**config.mk**
```make
export PLATFORM = sky130hd
export DESIGN_NAME = pmodamp2_pwm_tx
export DESIGN_NICKNAME = d
export VERILOG_FILES = /design/src/rtl/pmodamp2_pkg.sv /design/src/rtl/pwm_tick_gen.sv /design/src/rtl/pmodamp2_pwm_tx.sv
export SDC_FILE = /design/constraint.sdc
export NUM_CORES = 1
export LEC_CHECK = 0
export CAP_MARGIN = 20
export CORE_ASPECT_RATIO = 0.7
export CORE_MARGIN = 4
export CORE_UTILIZATION = 50
export CTS_CLUSTER_SIZE = 16
export DETAILED_ROUTE_END_ITERATION = 8
export PLACE_DENSITY = 0.8
export SLEW_MARGIN = 10
export SYNTH_ARGS = -nofsm -noshare
export SYNTH_HDL_FRONTEND = slang
export SYNTH_SLANG_ARGS = --single-unit
```
**constraint.sdc**
```tcl
create_clock -name clk -period 1.75 [get_ports clk]
set_input_delay 0.525 -clock clk [delete_from_list [all_inputs] [get_ports clk]]
set_output_delay 0.525 -clock clk [all_outputs]
set_load 0.01 [all_outputs]
```
**src/rtl/pmodamp2_pkg.sv**
```systemverilog
// pmodamp2_pkg: shared states, gain codes and sample conversion for the PmodAMP2 transmitter.
package pmodamp2_pkg;
    typedef enum logic [1:0] {S_OFF, S_WAKE, S_RUN} state_t;
    localparam logic [1:0] GAIN_X0 = 2'b00;
    localparam logic [1:0] GAIN_X1 = 2'b01;
    localparam logic [1:0] GAIN_X2 = 2'b10;
    localparam logic [1:0] GAIN_X3 = 2'b11;
    // Two's complement to offset binary: flip the sign bit of a w-bit sample.
    function automatic logic [31:0] to_offset(input logic [31:0] s, input int w);
        return s ^ (32'd1 << (w - 1));
    endfunction
endpackage

```
**src/rtl/pwm_tick_gen.sv**
```systemverilog
// pwm_tick_gen: prescaler and PWM period counter; flags the last tick of each period.
module pwm_tick_gen #(
    parameter int SAMPLE_W = 8,
    parameter int PRESC    = 4
) (
    input  logic                clk,
    input  logic                rst,
    input  logic                i_clr,
    output logic                o_boundary,
    output logic [SAMPLE_W-1:0] o_pwm_cnt
);
    localparam int PW = PRESC > 1 ? $clog2(PRESC) : 1;
    logic [PW-1:0]       r_presc;
    logic [SAMPLE_W-1:0] r_pwm;
    logic                w_tick;
    assign w_tick     = r_presc == PW'(PRESC - 1);
    assign o_boundary = w_tick && (&r_pwm);
    assign o_pwm_cnt  = r_pwm;
    always_ff @(posedge clk or posedge rst) begin
        if (rst) begin
            r_presc <= '0;
            r_pwm   <= '0;
        end else if (i_clr) begin
            r_presc <= '0;
            r_pwm   <= '0;
        end else begin
            r_presc <= w_tick ? '0 : r_presc + 1'b1;
            if (w_tick) r_pwm <= r_pwm + 1'b1;
        end
    end
endmodule

```
**src/rtl/pmodamp2_pwm_tx.sv**
```systemverilog
// pmodamp2_pwm_tx: PCM stream to PWM for the PmodAMP2, with power-up sequencing of SHUTDOWN/GAIN.
module pmodamp2_pwm_tx import pmodamp2_pkg::*; #(
    parameter int SAMPLE_W     = 8,
    parameter int PRESC        = 4,
    parameter int WAKE_PERIODS = 64
) (
    input  logic                clk,
    input  logic                rst,
    input  logic                en,
    input  logic [1:0]          gain_sel,
    input  logic                s_valid,
    input  logic [SAMPLE_W-1:0] s_data,
    output logic                s_ready,
    output logic                AIN,
    output logic [1:0]          GAIN,
    output logic                SHUTDOWN,
    output logic                underrun,
    output logic                running
);
    localparam logic [SAMPLE_W-1:0] MID = {1'b1, {(SAMPLE_W-1){1'b0}}};
    localparam int WW = $clog2(WAKE_PERIODS + 1);
    state_t              r_state, w_next;
    logic                r_stop, r_full, r_ain, r_und, w_bnd, w_hs;
    logic [1:0]          r_gain;
    logic [WW-1:0]       r_wake;
    logic [SAMPLE_W-1:0] r_hold, r_duty, w_pwm, w_hold_duty, w_in_duty;
    pwm_tick_gen #(.SAMPLE_W(SAMPLE_W), .PRESC(PRESC)) u_tick (
        .clk        (clk),
        .rst        (rst),
        .i_clr      (r_state == S_OFF),
        .o_boundary (w_bnd),
        .o_pwm_cnt  (w_pwm)
    );
    assign w_hold_duty = SAMPLE_W'(to_offset(32'(r_hold), SAMPLE_W));
    assign w_in_duty   = SAMPLE_W'(to_offset(32'(s_data), SAMPLE_W));
    // A pending stop blocks new samples; the boundary itself always frees a slot.
    assign s_ready  = r_state == S_RUN && !r_stop && (!r_full || w_bnd);
    assign w_hs     = s_valid && s_ready;
    assign AIN      = r_ain;
    assign GAIN     = r_gain;
    assign SHUTDOWN = r_state != S_OFF;
    assign underrun = r_und;
    assign running  = r_state == S_RUN;
    always_comb begin
        w_next = r_state;
        unique case (r_state)
            S_OFF:   w_next = en ? S_WAKE : S_OFF;
            S_WAKE:  w_next = !en ? S_OFF : (w_bnd && r_wake == WW'(WAKE_PERIODS - 1)) ? S_RUN : S_WAKE;
            S_RUN:   w_next = (w_bnd && r_stop) ? S_OFF : S_RUN;
            default: w_next = S_OFF;
        endcase
    end
    always_ff @(posedge clk or posedge rst) begin
        if (rst) begin
            r_state <= S_OFF;
            r_stop  <= 1'b0;
            r_full  <= 1'b0;
            r_hold  <= '0;
            r_duty  <= MID;
            r_wake  <= '0;
            r_gain  <= GAIN_X0;
            r_ain   <= 1'b0;
            r_und   <= 1'b0;
        end else begin
            r_state <= w_next;
            r_ain   <= r_state != S_OFF && w_pwm < r_duty;
            r_und   <= 1'b0;
            r_wake  <= r_state != S_WAKE ? '0 : r_wake + WW'(w_bnd);
            r_stop  <= r_state == S_RUN && w_next == S_RUN && (r_stop || !en);
            if (r_state == S_OFF) r_gain <= gain_sel;
            if (w_next != S_RUN) begin
                r_full <= 1'b0;
                r_duty <= MID;
            end else if (r_state == S_RUN) begin
                if (w_bnd) begin
                    r_duty <= r_full ? w_hold_duty : w_hs ? w_in_duty : MID;
                    r_und  <= !r_full && !w_hs;
                    r_full <= r_full && w_hs;
                    if (w_hs) r_hold <= s_data;
                end else if (w_hs) begin
                    r_hold <= s_data;
                    r_full <= 1'b1;
                end
            end
        end
    end
endmodule

```
==> results of run 1 <==
per-stage QoR:
| step | area (um^2) | instances |
|---|---|---|
| 6_report | 2814 | 297 |
| 4_1_cts | 2749 | 291 |
| 5_1_grt | 2814 | 297 |
| 3_5_place_dp | 2550 | 280 |
| 2_1_floorplan | 2088 | 186 |
| 3_3_place_gp | 2550 | 280 |
cells by family after synthesis:
kind of cell / after synthesis
flip-flops: 41
buffers and inverters: 23
multiplexers: 11
XOR/XNOR: 10
adder cells (fa/ha/maj): 12
AND/OR/NAND/NOR: 57
AO/OA/AOI/OAI: 32
synthesized netlist by cell type (3+ instances only):
master and instances:
ha_1 11, nor2b_1 9, mux2_2 10, nor2_1 16, nand3_1 4, nand2b_1 5
clkbuf_1 3, dfrtp_1 40, a221oi_1 8, xnor2_1 4, xor2_1 6, inv_1 17
a21oi_1 3, nand4_1 4, o21ai_0 3, nand2_1 4, a211oi_1 7
path summary, 6_finish.rpt:
| check | to | slack, ps | cells past startpoint |
|---|---|---|---|
| setup reg to reg | r_wake[6] | -140 | 10 |
| max in group asynchronous | r_state[1] | 670 | 3 |
| hold / removal | u_tick.r_presc[0] | 450 | 1 |
| min in group asynchronous | r_wake[4] | 520 | 2 |
| hold reg to reg | u_tick.r_presc[0] | 450 | 1 |
| setup / recovery | s_ready | -270 | 5 |
placed cells by master (no fill, tap or decap), types with 5 or more instances in the layout:
master,netlist,final
buf_4,0,31
inv_1,17,16
mux2_4,0,7
nor2_1,16,15
buf_6,2,5
a221oi_1,8,8
ha_1,11,7
nor2b_1,9,9
clkbuf_8,0,5
xor2_1,6,6
dfrtp_1,40,39
a211oi_1,7,7
clkdlybuf4s50_1,0,17
metal layers:
metal | vias to the layer above | track usage [%]
met3 | 6 | 5.749
met1 | 785 | 25.13
met2 | 31 | 28.99
met5 | - | 0
met4 | 0 | 6.772
li1 | 775 | -
timing repair:
action | in CTS | in global routing
pin swaps | 6 | 5
resized for setup | 21 | 8
endpoints found under the setup margin | 25 | 27
gates cloned | 0 | 0
setup buffers | 3 | 6
power breakdown:
| group | leakage [nW] | internal, mW | switching (mW) |
|---|---|---|---|
| Clock | 0.0687 | 0.574 | 0.353 |
| Combinational | 0.707 | 0.0821 | 0.0625 |
| Sequential | 0.556 | 0.961 | 0.00755 |
worst max-delay path, cell delays in order (launching register included):
cell,delay [ps]
dfrtp_1,400
ha_2,190
and4_4,150
and2_4,140
o211a_1,190
buf_2,130
layout make-up:
| class | count | area, um^2 | area share [%] |
|---|---|---|---|
| sequential | 41 | 1028 | 36.55 |
| multi-input combinational | 122 | 1010 | 35.88 |
| timing repair buffer | 57 | 509.2 | 18.10 |
| clock buffer | 5 | 68.82 | 2.446 |
| clock inverter | 3 | 68.82 | 2.446 |
| tap | 52 | 65.06 | 2.312 |
| inverter | 17 | 63.81 | 2.268 |
registers in the layout, indices dropped and copies added, names as in the netlist:
signal	cells
AIN	1
GAIN	2
r_duty	8
r_full	1
r_hold	8
r_state	2
r_stop	1
r_wake	7
u_tick.o_pwm_cnt	8
u_tick.r_presc	2
underrun	1
==> results by group, run 1 <==
GRT
  – Largest net degree at the start of global routing: 20
  – Vias in the first global route: between 1500 and 2000
  – First-pass GRT wire length: ~7400 um
  – Total GRT Usage: 18.65%
  – Initial antenna violation count: 0
  – GRT overflow: 0

Pwr
  – Power Dens Cells: 725.2 nW/um^2
  – LEAKAGE: 1.332 nW
  – Max VDD drop: slightly above 0.5 mV
  – Total chip power: 2.041 mW

Clocking
  – CTS H-tree depth: 2
  – Hold-fix buffers, CTS: 0
  – Worst-skew pair later-pin latency: around 300 ps
  – CTS tree: built
  – Cts bufs inserted: 5
  – Max clock buf depth: 2
  – Total clock sinks: 41
  – Clock tree root driver cell: clkbuf_8
  – Clock transition at path regs: around 70 ps

Timing
  – Setup ws final: -268.3 ps
  – Hold WS: 447.3 ps
  – RSZ-0062 raised after global routing: true
  – Rel. slew slack: 75.85%
  – Tmin final: about 2000 ps
  – Clk_skew: 13.97 ps
  – Final setup violation count: 5
  – Final Slew Violations: 0
  – Setup_tns: -666.2 ps
  – Period utilization: 115.3%
  – Maximum clock rate: 495.5 MHz
  – Final Hold Viols: 0
  – Actual slew at the worst max-slew pin: 361.9 ps

Yosys
  – Post-synthesis adder-cell area fraction: 7.195%
  – Cell area after synthesis: 2052 um^2
  – Syn avg cell area: 11.03 um^2
  – Synth area leaders: dfrtp_1, ha_1, mux2_2
  – Post-synthesis simple-gate area fraction: between 10% and 20%
  – Yosys warnings: 0
  – Area share of the largest cell type after synthesis: between 40% and 50%
  – Synth unique cells: 42
  – Synth Area in Compound Gates: 12.07%
  – Synth area leader: dfrtp_1
  – Mapped Cells: 186
  – Top FF cell, synth: dfrtp_1
  – Asr flop ratio synth: 100.0%
  – Largest family of logic cells by synthesized area: simple AND/OR/NAND/NOR gates
  – FF+latch count, synth: 41
  – Syn Nets: 211
  – EDFF count, synth: 0
  – Mux contribution to synthesized area: 5.976%
  – Post-Synth XOR/XNOR Area: around 4.3%
  – Sequential area share after synthesis: 50.06%

Detailed routing
  – Metal-1 WL: 2115 um
  – WL met2: 2173 um
  – Highest Signal Layer: met4
  – Metal3 WL: 202 um
  – Post-route ant nets: 0
  – Vias: 1597
  – Via density: 5.377
  – DR iter-0 viols: 72
  – First-pass DRT Iterations: 4
  – Routed WL per cell: 15.30 um
  – Final WL: 4543 um
  – # DRC: 0

Floorplan
  – Rows: 19
  – Initial Util: 52.00%
  – Die area: 5210 um^2
  – Number of I/O pins: 21
  – Die width: 84.57 um
  – Die Y: 61.60 um
  – Core area: 3946 um^2

Run status
  – Status: finished, violations left
  – Failing checks: setup timing

Placed design
  – Hpwl dp: 3142 um
  – GP Congestion: 0.8433
  – PortBufs: 20
  – Post-placement setup slack: -368.1 ps

Cells and area
  – Area grow syn2layout: 37.13%
  – Nets@finish: 269
  – Fillers: 285
  – Fraction of layout cells with a size suffix above 1: 31.02%
  – Inserted Diodes: 0
  – Core Util, Final: 71.31%

Setup path
  – Crit. Startpoint: u_tick.o_pwm_cnt[0]
  – Worst EP required: 1220 ps
  – Startpoint Class: flip-flop
  – CP Class: reg -> out
  – FF-to-FF Start: u_tick.o_pwm_cnt[1]
  – Critical Path Sink Type: primary output
  – Worst Path Max Fanout: 2
  – Worst EP arrival: 1490 ps

Worst hold path
  – Hold Startpoint: u_tick.r_presc[0]
  – Hold Path Class: reg -> reg

Job
  – Max Cap Violations: 0
(Power assumes the default switching activity.)
==> run 2: changes to the inputs <==
- CORE_UTILIZATION: 50 -> 56
- DONT_BUFFER_PORTS: unset -> 1
==> results by group, run 2 (same netlist as run 1, synthesis figures left out) <==
Run status
  – Status: finished, violations left
  – Failing checks: setup timing

GRT
  – Vias in the first global route: 1586 (+5.6%)
  – Largest net degree at the start of global routing: 42 (+110%)
  – GRT overflow: 0 (unchanged)
  – Total GRT Usage: 21.99% (+3.3 points)
  – Initial antenna violation count: 0 (unchanged)
  – First-pass GRT wire length: 7721 um (+4.8%)

Floorplan
  – Die width: 80.35 um (-5.0%)
  – Die area: 4712 um^2 (-9.5%)
  – Die Y: 58.65 um (-4.8%)
  – Initial Util: 58.40% (+6.4 points)
  – Number of I/O pins: 21 (unchanged)
  – Rows: 18 (-1)
  – Core area: 3513 um^2 (-11%)

Pwr
  – Power Dens Cells: 670.2 nW/um^2 (-7.6%)
  – Max VDD drop: 0.4727 mV (-8.0%)
  – LEAKAGE: 1.192 nW (-11%)

Timing
  – Clk_skew: 5.895 ps (-8.074 ps)
  – RSZ-0062 raised after global routing: true
  – Actual slew at the worst max-slew pin: 511.0 ps (+149.1 ps)
  – Maximum clock rate: 508.6 MHz (+2.6%)
  – Setup_tns: -2817 ps (-2151 ps)
  – Final setup violation count: 25 (+20)
  – Final Hold Viols: 0 (unchanged)
  – Tmin final: 1966 ps (-52.01 ps)
  – Setup ws final: -216.3 ps (+52.01 ps)
  – Rel. slew slack: 65.93% (-9.9 points)
  – Final Slew Violations: 0 (unchanged)
  – Period utilization: 112.4% (-3.0 points)

Detailed routing
  – DR iter-0 viols: 138 (+92%)
  – Via density: 6.120 (+14%)
  – # DRC: 0 (unchanged)
  – Vias: 1634 (+2.3%)
  – First-pass DRT Iterations: 4 (unchanged)
  – Routed WL per cell: 19.13 um (+25%)
  – Final WL: 5107 um (+12%)
  – Post-route ant nets: 0 (unchanged)

Cells and area
  – Area grow syn2layout: 26.16%
  – Leading cell type in the layout, fill and taps excluded: dfrtp_1
  – Inserted Diodes: 0 (unchanged)
  – Most frequent cells in the layout: dfrtp_1, buf_4, inv_1, nor2_1, nor2b_1
  – Fraction of layout cells with a size suffix above 1: 35.48% (+4.5 points)
  – Nets@finish: 241 (-10%)

Clocking
  – CTS tree: built
  – Max clock buf depth: 2 (unchanged)
  – Cts bufs inserted: 5 (unchanged)
  – Total clock sinks: 41 (unchanged)
  – Clock transition at path regs: 80 ps (about the same)
  – Worst-skew pair later-pin latency: 290 ps (about the same)
  – CTS H-tree depth: 2 (unchanged)
  – Clock tree root driver cell: clkbuf_8

Placed design
  – GP Congestion: 0.7962 (-5.6%)
  – PortBufs: 0 (-100%)
  – Post-placement setup slack: -91.85 ps (+276.2 ps)
  – Hpwl dp: 3094 um (-1.5%)

Worst hold path
  – Hold Path Class: in -> async

Setup path
  – Worst R2R Setup Slack: -190 ps (-50 ps)
  – Critical Path Sink Type: primary output
  – Worst Path Max Fanout: 3 (+1)
  – Worst EP arrival: 1440 ps (-50 ps)
  – Startpoint Class: flip-flop
  – Worst EP required: 1220 ps (about the same)
  – R2R depth: 11 (+1)
  – CP Class: reg -> out

Job
  – Max Cap Violations: 0 (unchanged)
## run 2: cell count changes in the layout (fill, tap and decap cells not counted), sizes merged
cell and change:
clkbuf +1, clkinv +1, buf -10, bufinv -2, inv -1, clkdlybuf4s50 -17
## run 2: layer usage
layer | wire [um] | vias up | GRT usage, %
met2 | 2610 | 72 | 35.73
met4 | 130 | 0 | 6.988
met1 | 2015 | 828 | 28.23
li1 | - | 718 | -
met3 | 350 | 16 | 7.187
met5 | 0 | - | 0
## run 2: power breakdown
group,internal [mW],leakage [nW],switching (mW)
Clock,0.356,0.0542,0.314
Sequential,0.961,0.558,0.0119
Combinational,0.0423,0.580,0.0498
Total,1.36,1.19,0.375
## run 2: layout make-up
type	instances	area, um^2
Timing Repair Buffer	29	245.2
Tap cell	50	62.56
Multi-Input combinational cell	122	1084
Inverter	17	68.82
Clock inverter	1	5.005
Clock buffer	7	96.34
Sequential cell	41	1027
Fill cell	220	924.6
## run 2: worst paths after layout
check | from | endpoint
max in group asynchronous | rst | r_duty[7]
hold reg to reg | r_stop | underrun
setup / recovery | u_tick.o_pwm_cnt[1] | s_ready
min in group clk | s_valid | underrun
setup reg to reg | u_tick.o_pwm_cnt[1] | r_wake[6]
hold / removal | rst | r_wake[2]
## run 2: worst max-delay path: stages, from the launching register on
cell     delay [ps]
dfrtp_1         390
ha_2            200
and4_4          150
and2_4          170
o211a_4         240
## run 2: per-stage QoR
stage                     utilization, %  hold slack, ps  instance area (um^2)  power, mW  cells
after global placement             64.10           426.6                  2252      1.063    247
after floorplan                        -           416.6                  2088      1.045    186
final                              73.68           243.3                  2589      1.735    267
after detailed placement           64.10           443.1                  2252      1.069    247
after CTS                          70.55           257.6                  2479      1.743    262
after global routing               73.68           283.6                  2589      1.814    267
## run 2: repair_timing
action | 4_1_cts | 5_1_grt
resized for setup | 15 | 19
hold buffers | 0 | 0
endpoints found under the hold margin | 0 | 0
pin swaps | 6 | 4
setup endpoints to repair | 5 | 27
setup buffers | 7 | 4
cloned | 0 | 1
==> run 3: changes to the inputs <==
- CAP_MARGIN: 20 -> unset
==> results of run 3 <==
Final layout, timing and power as in run 2 (identical DEF).
